**src/rtl/util_timestamp_pkg.sv**
```systemverilog
// Shared timestamp-framing definitions for the insert and unpack sides.
// Latency: n/a (types, constants and pure functions only).
// Backpressure: n/a.
//
// Contents: FSM state enum, timestamp field width, every-clamp helper and
// the timestamp-beat pack function that fixes the field position within a beat.
package util_timestamp_pkg;

   localparam int TS_WIDTH      = 64;
   // Widest beat the pack function can produce; callers cast down to their DW.
   localparam int TS_BEAT_MAX_W = 1024;

   typedef enum logic [1:0] {
      ST_IDLE = 2'd0,
      ST_TS   = 2'd1,
      ST_DATA = 2'd2,
      ST_PASS = 2'd3
   } ts_state_t;

   function automatic logic [31:0] clamp_every(input logic [31:0] every,
                                               input logic [31:0] every_max);
      return (every > every_max) ? every_max : every;
   endfunction

   // Timestamp occupies bits [TS_WIDTH-1:0]; everything above is zero.
   function automatic logic [TS_BEAT_MAX_W-1:0] ts_beat_pack(input logic [TS_WIDTH-1:0] ts);
      logic [TS_BEAT_MAX_W-1:0] beat;
      beat               = '0;
      beat[TS_WIDTH-1:0] = ts;
      return beat;
   endfunction

endpackage

```
**src/rtl/util_axis_reg_slice.sv**
```systemverilog
// One-deep valid/ready output register.
// Latency: 1 cycle from input accept to output valid.
// Backpressure: accepts when empty or drained in the same cycle; data holds while stalled.
//
// Ports: i_clk/i_resetn (sync, active-low), i_in_vld/o_in_rdy/i_in_dat upstream,
//        o_out_vld/i_out_rdy/o_out_dat downstream.
module util_axis_reg_slice #(
   parameter int DW = 64
) (
   input  logic          i_clk,
   input  logic          i_resetn,
   input  logic          i_in_vld,
   output logic          o_in_rdy,
   input  logic [DW-1:0] i_in_dat,
   output logic          o_out_vld,
   input  logic          i_out_rdy,
   output logic [DW-1:0] o_out_dat
);

   logic          r_vld;
   logic [DW-1:0] r_dat;

   assign o_in_rdy  = !r_vld || i_out_rdy;
   assign o_out_vld = r_vld;
   assign o_out_dat = r_dat;

   always_ff @(posedge i_clk) begin
      if (!i_resetn) begin
         r_vld <= 1'b0;
         r_dat <= '0;
      end else if (o_in_rdy) begin
         r_vld <= i_in_vld;
         if (i_in_vld) r_dat <= i_in_dat;
      end
   end

endmodule

```
**src/rtl/util_axis_timestamp_insert.sv**
```systemverilog
// Inserts a timestamp beat ahead of every block of timestamp_every data beats.
// Latency: 1 cycle input accept to output valid; every_q+1 output cycles per block.
// Backpressure: s_axis_ready follows output-register space; TS beats wait for space too.
//
// Ports: i_dma_clk, i_resetn (sync, active-low); i_start_timestamp / i_timestamp_every
//        latched on the rising edge of i_s_axis_xfer_req; i_s_axis_* input beats;
//        o_m_axis_* framed output; o_block_count = saturating count of TS beats emitted.
module util_axis_timestamp_insert
   import util_timestamp_pkg::*;
#(
   parameter  int NUM_OF_CHANNELS     = 4,
   parameter  int SAMPLE_DATA_WIDTH   = 16,
   parameter  int SAMPLES_PER_CHANNEL = 1,
   parameter  int TIMESTAMP_EVERY_MAX = 65536,
   localparam int DW = NUM_OF_CHANNELS * SAMPLE_DATA_WIDTH * SAMPLES_PER_CHANNEL
) (
   input  logic          i_dma_clk,
   input  logic          i_resetn,
   input  logic [63:0]   i_start_timestamp,
   input  logic [31:0]   i_timestamp_every,
   output logic [31:0]   o_block_count,
   input  logic          i_s_axis_valid,
   output logic          o_s_axis_ready,
   input  logic [DW-1:0] i_s_axis_data,
   input  logic          i_s_axis_xfer_req,
   output logic          o_m_axis_valid,
   input  logic          i_m_axis_ready,
   output logic [DW-1:0] o_m_axis_data,
   output logic          o_m_axis_xfer_req
);

   if (DW < TS_WIDTH || DW > TS_BEAT_MAX_W) begin : g_bad_dw
      $error("util_axis_timestamp_insert: DW must be in [64, 1024]");
   end

   ts_state_t     r_state;
   logic          r_xfer_d;
   logic [63:0]   r_ts;
   logic [31:0]   r_every;
   logic [31:0]   r_beat_cnt;
   logic [31:0]   r_block_count;

   logic          w_xfer_rise;
   logic          w_xfer_fall;
   logic          w_slot_free;
   logic          w_s_rdy;
   logic          w_accept;
   logic          w_ts_load;
   logic          w_slice_vld;
   logic [DW-1:0] w_slice_dat;
   logic [DW-1:0] w_ts_beat;
   logic [31:0]   w_every_new;

   assign w_xfer_rise = i_s_axis_xfer_req && !r_xfer_d;
   assign w_xfer_fall = !i_s_axis_xfer_req && r_xfer_d;
   assign w_every_new = clamp_every(i_timestamp_every, 32'(TIMESTAMP_EVERY_MAX));

   assign w_s_rdy  = (r_state == ST_DATA || r_state == ST_PASS) && i_s_axis_xfer_req && w_slot_free;
   assign w_accept = i_s_axis_valid && w_s_rdy;
   // A TS beat is only loaded while the transfer is still active, so a falling
   // edge in TS drops the not-yet-loaded timestamp.
   assign w_ts_load = (r_state == ST_TS) && i_s_axis_xfer_req && w_slot_free;

   assign w_ts_beat   = DW'(ts_beat_pack(r_ts));
   assign w_slice_vld = w_ts_load || w_accept;
   assign w_slice_dat = w_ts_load ? w_ts_beat : i_s_axis_data;

   util_axis_reg_slice #(.DW(DW)) u_out_reg (
      .i_clk     (i_dma_clk),
      .i_resetn  (i_resetn),
      .i_in_vld  (w_slice_vld),
      .o_in_rdy  (w_slot_free),
      .i_in_dat  (w_slice_dat),
      .o_out_vld (o_m_axis_valid),
      .i_out_rdy (i_m_axis_ready),
      .o_out_dat (o_m_axis_data)
   );

   always_ff @(posedge i_dma_clk) begin
      if (!i_resetn) begin
         r_state       <= ST_IDLE;
         r_xfer_d      <= 1'b0;
         r_ts          <= '0;
         r_every       <= '0;
         r_beat_cnt    <= '0;
         r_block_count <= '0;
      end else begin
         r_xfer_d <= i_s_axis_xfer_req;
         if (w_xfer_rise) begin
            r_ts       <= i_start_timestamp;
            r_every    <= w_every_new;
            r_beat_cnt <= '0;
            r_state    <= (w_every_new != 32'd0) ? ST_TS : ST_PASS;
         end else if (w_xfer_fall) begin
            r_state <= ST_IDLE;
         end else begin
            case (r_state)
               ST_TS: begin
                  if (w_ts_load) begin
                     r_ts    <= r_ts + (64'(r_every) * 64'(SAMPLES_PER_CHANNEL));
                     r_state <= ST_DATA;
                     if (r_block_count != 32'hFFFF_FFFF)
                        r_block_count <= r_block_count + 32'd1;
                  end
               end
               ST_DATA: begin
                  if (w_accept) begin
                     if (r_beat_cnt + 32'd1 == r_every) begin
                        r_beat_cnt <= '0;
                        r_state    <= ST_TS;
                     end else begin
                        r_beat_cnt <= r_beat_cnt + 32'd1;
                     end
                  end
               end
               default: ;
            endcase
         end
      end
   end

   assign o_s_axis_ready    = w_s_rdy;
   assign o_block_count     = r_block_count;
   // Stays high until the last pending beat has left the output register.
   assign o_m_axis_xfer_req = r_xfer_d || o_m_axis_valid;

endmodule

```
**config.mk**
```make
export PLATFORM = sky130hd
export DESIGN_NAME = util_axis_timestamp_insert
export DESIGN_NICKNAME = d
export VERILOG_FILES = /design/src/rtl/util_timestamp_pkg.sv /design/src/rtl/util_axis_reg_slice.sv /design/src/rtl/util_axis_timestamp_insert.sv
export SDC_FILE = /design/constraint.sdc
export NUM_CORES = 1
export LEC_CHECK = 0
export BUFFER_PORTS_ARGS = -buffer_cell sky130_fd_sc_hd__buf_2
export CELL_PAD_IN_SITES_DETAIL_PLACEMENT = 1
export CELL_PAD_IN_SITES_GLOBAL_PLACEMENT = 1
export CORE_ASPECT_RATIO = 1.1
export CORE_MARGIN = 5
export CORE_UTILIZATION = 44
export DETAILED_ROUTE_END_ITERATION = 10
export GPL_ROUTABILITY_DRIVEN = 0
export PLACE_DENSITY = 0.94
export SLEW_MARGIN = 20
export SYNTH_ARGS = -nofsm -noshare
export SYNTH_HDL_FRONTEND = slang
export SYNTH_HIERARCHICAL = 1
export SYNTH_SLANG_ARGS = --single-unit
```
**constraint.sdc**
```tcl
create_clock -name i_dma_clk -period 5.7 [get_ports i_dma_clk]
set_input_delay 1.14 -clock i_dma_clk [delete_from_list [all_inputs] [get_ports i_dma_clk]]
set_output_delay 1.14 -clock i_dma_clk [all_outputs]
set_load 0.05 [all_outputs]
```
==> reports/metrics.cfg <==
[finish]
instances_no_fill = 2473
areaGrowthSynthToFinish_pct = 17.49
drive_above_1_share_pct = 17.68
fin_nets = 2233
fillCellCount = 3981
fin_area_um2 = 16400

[route]
avgViaCountPerCell = 5.966
dr.pass1.iters = 5
drc = 0
wl_mm = 51.54
routedWlPerCell_um = 20.84
first_iter_violations = 1094
ant_nets = 0
vias = 14750

[clocking]
cts_max_level = 1
ctsRootBufferMaster = clkbuf_16
cts.sinks = 228
post-cts-setup-buffers = 0
cts_tree = yes
clock_latency_ps = 560
cts_inserted_buffers = 27
cts.clk_slew.worst_paths_ps = 70
hold_buffers = 0
cts_buffer_depth = 3
cts_resized = 0

[worst_setup_path]
r2r-start = r_beat_cnt[0]$_SDFFE_PP0P_
required_ps = 6140
crit_cells = 10
crit_fanout = 13
endpoint_kind = flop
r2r_end = r_state[1]$_SDFFE_PN0P_
critPathKind = flop to flop
cp_cell_sequence = ha_1 -> and3_1 -> nand4_1 -> nor3_1 -> xnor2_1 -> nor4b_1 -> and4_1 -> nand4_2 -> o311ai_4 -> mux2_1
path_buf_inv = 0
critical_path.endpoint = r_state[1]$_SDFFE_PN0P_
cp-startpoint = r_beat_cnt[0]$_SDFFE_PP0P_
critical-path-max-stage-delay_ps = 510
r2r_slack_ps = 1670
cpMaxStageDelayCell = nor3_1
ff2ff_path_depth = 10
critPathTopFamily = simple AND/OR/NAND/NOR gates
crit_arrival_ps = 4470
critPathLaunchType = flop

[grt]
grt_pass1_vias = 15510
antenna_found_initial = 5
grt.total_usage_pct = 27.58
grt_max_degree = 124
grt_pass1_wl_mm = 81.79
grt_overflow = 0

[logic_synthesis]
synth_warnings = 6
yosysTopAreaCell = dfxtp_1
synth_top_area_share_pct = 32.71
synth_cell_types = 79
netlist_area_um2 = 13960
synth_edf_count = 0
synth_area_per_cell_um2 = 7.635
ys_seq_elements = 228
synth_most_common_cell = nand2_1
synthArstFlopShare_pct = 0
syn_inst = 1828
synthTopCellsByArea = dfxtp_1 (33%), nand2_1 (12%), mux2i_1 (5.7%)
synthTopCellsByCount = nand2_1 (445), dfxtp_1 (228), nor2_1 (129), clkbuf_1 (89), a21oi_1 (84)
yosysSeqAreaShare_pct = 32.71
synthFlopType = dfxtp_1
synth_nets = 2033

[place]
portBuffers = 263
post-place-cells = 2419
post-place-ws_ps = 1792
place_area_um2 = 15450
dp_hpwl_mm = 37.96

[sta]
hold_viol = 0
worst_slack_ps = 1672
slew_viol_final = 0
rsz0062_at_grt = false
clock_skew_ps = 39.66
post-route-period-util_pct = 70.67
min_period_ps = 4028
finalSetupViolations = 0
relSlewSlack_pct = 36.42
fmax_ghz = 0.2482
tns_ps = 0
worst_slew_pin_slew_ps = 953.7

[floorplan]
die_area_um2 = 35380
die_w_um = 179.8
std_cell_rows = 68
pin_count = 264
die_height_um = 196.8
core_area_um2 = 31400
start_util_pct = 44.45

[hold_path]
hold_class = flop to flop

[flow_run]
cap_violations = 0

[power_and_ir_drop]
powerDensity_nw_per_um2 = 267.1
seq_power_share_pct = 40.3
p_leak_nw = 6.981
pwr-share-clk_pct = 41.7
net-switching-power_w = 0.001353
switching_share_pct = 30.88
internal_power_w = 0.003028
combPwrFrac_pct = 18.0
ir_worst_vdd_uv = 210.0

[run_status]
status = finished clean

## cell families (layout without fill, tap and decap cells)
group | Yosys count | in the layout | synth area share (%)
other | 0 | 6 | 0
adder cells (fa/ha/maj) | 40 | 40 | 3.640
multiplexers | 83 | 83 | 5.989
AO/OA/AOI/OAI | 351 | 351 | 16.59
XOR/XNOR | 119 | 119 | 7.468
AND/OR/NAND/NOR | 873 | 873 | 29.08
flip-flops | 228 | 228 | 32.71
buffers and inverters | 134 | 353 | 4.528
## metrics by stage
step | hold slack (ps) | utilization (%) | total power, W
global route | 478.9 | 52.23 | 0.004541
floorplan | 449.4 | - | 0.002344
detailed placement | 446.8 | 49.21 | 0.002573
global placement | 439.6 | 49.21 | 0.002538
CTS | 459.7 | 52.18 | 0.004403
finish | 459.2 | 52.23 | 0.004380
## sequential cells by signal, indices dropped and copies added (netlist names)
name,flops
r_ts,64
u_out_reg/o_out_dat,64
r_xfer_d,1
r_beat_cnt,32
u_out_reg/o_out_vld,1
o_block_count,32
r_every,32
r_state,2
## worst min-delay path, delay by kind of cell (launching register included)
family / cells / cell delay, ps
flip-flops: 1 / 310
AND/OR/NAND/NOR: 1 / 50
multiplexers: 1 / 50
## placed cells by master (no fill, tap or decap), types with 8 or more instances in the layout
cell and count:
or3_1 13, inv_1 21, buf_4 19, o221ai_1 8, ha_1 38, xor2_1 48, a22o_1 19, a21oi_1 83
a21o_1 25, clkbuf_16 27, mux2i_1 79, nand2_1 445, a22oi_1 18, dfxtp_1 228, and4_1 14, nand4_1 39
nor2_1 127, xnor2_1 71, nand3_1 69, nor4_1 24, and2_1 15, a31oi_1 12, nor2b_1 16, o211ai_1 18
and3_1 41, buf_2 262, nor3_1 32, o21ai_0 83, o22ai_1 10
## worst min path at each step
stage	endpoint	startpoint	depth (start not counted)
finish	u_out_reg/o_out_dat[61]$_SDFFE_PN0P_	u_out_reg/o_out_dat[61]$_SDFFE_PN0P_	2
global route	u_out_reg/o_out_dat[23]$_SDFFE_PN0P_	u_out_reg/o_out_dat[23]$_SDFFE_PN0P_	2
CTS	u_out_reg/o_out_dat[61]$_SDFFE_PN0P_	u_out_reg/o_out_dat[61]$_SDFFE_PN0P_	2
detailed placement	u_out_reg/o_out_dat[61]$_SDFFE_PN0P_	u_out_reg/o_out_dat[61]$_SDFFE_PN0P_	2
global placement	u_out_reg/o_out_dat[49]$_SDFFE_PN0P_	u_out_reg/o_out_dat[49]$_SDFFE_PN0P_	2
floorplan	r_ts[27]$_SDFFE_PN0P_	r_ts[27]$_SDFFE_PN0P_	2
## area by class of cell
cell class                      instances  area (µm²)  share of cell area, %
Antenna cell                            6       15.01                0.09157
Tap cell                              420       525.5                  3.205
Clock inverter                         15       202.7                  1.236
Clock buffer                           33       728.2                  4.441
Inverter                               23       86.33                 0.5265
Sequential cell                       228        4564                  27.84
Multi-Input combinational cell       1466        8810                  53.73
Timing Repair Buffer                  282        1465                  8.936
## power by group through the flow
| stage | combinational [W] | sequential [W] | clock, W |
|---|---|---|---|
| after CTS | 0.000785 | 0.00176 | 0.00185 |
| after global placement | 0.000746 | 0.00179 | 0 |
| after detailed placement | 0.000776 | 0.00180 | 0 |
| final | 0.000790 | 0.00177 | 0.00182 |
| after global routing | 0.000848 | 0.00177 | 0.00192 |
| after floorplan | 0.000441 | 0.00190 | 0 |
## layer usage
layer	GRT usage, %	wire length [µm]	vias up
met2	50.14	25980	541
met3	3.378	2857	164
met1	32.87	20470	7205
met5	0	0	-
li1	-	-	6844
met4	11.85	2244	0
No activity file was read; power rests on OpenSTA's default activity.
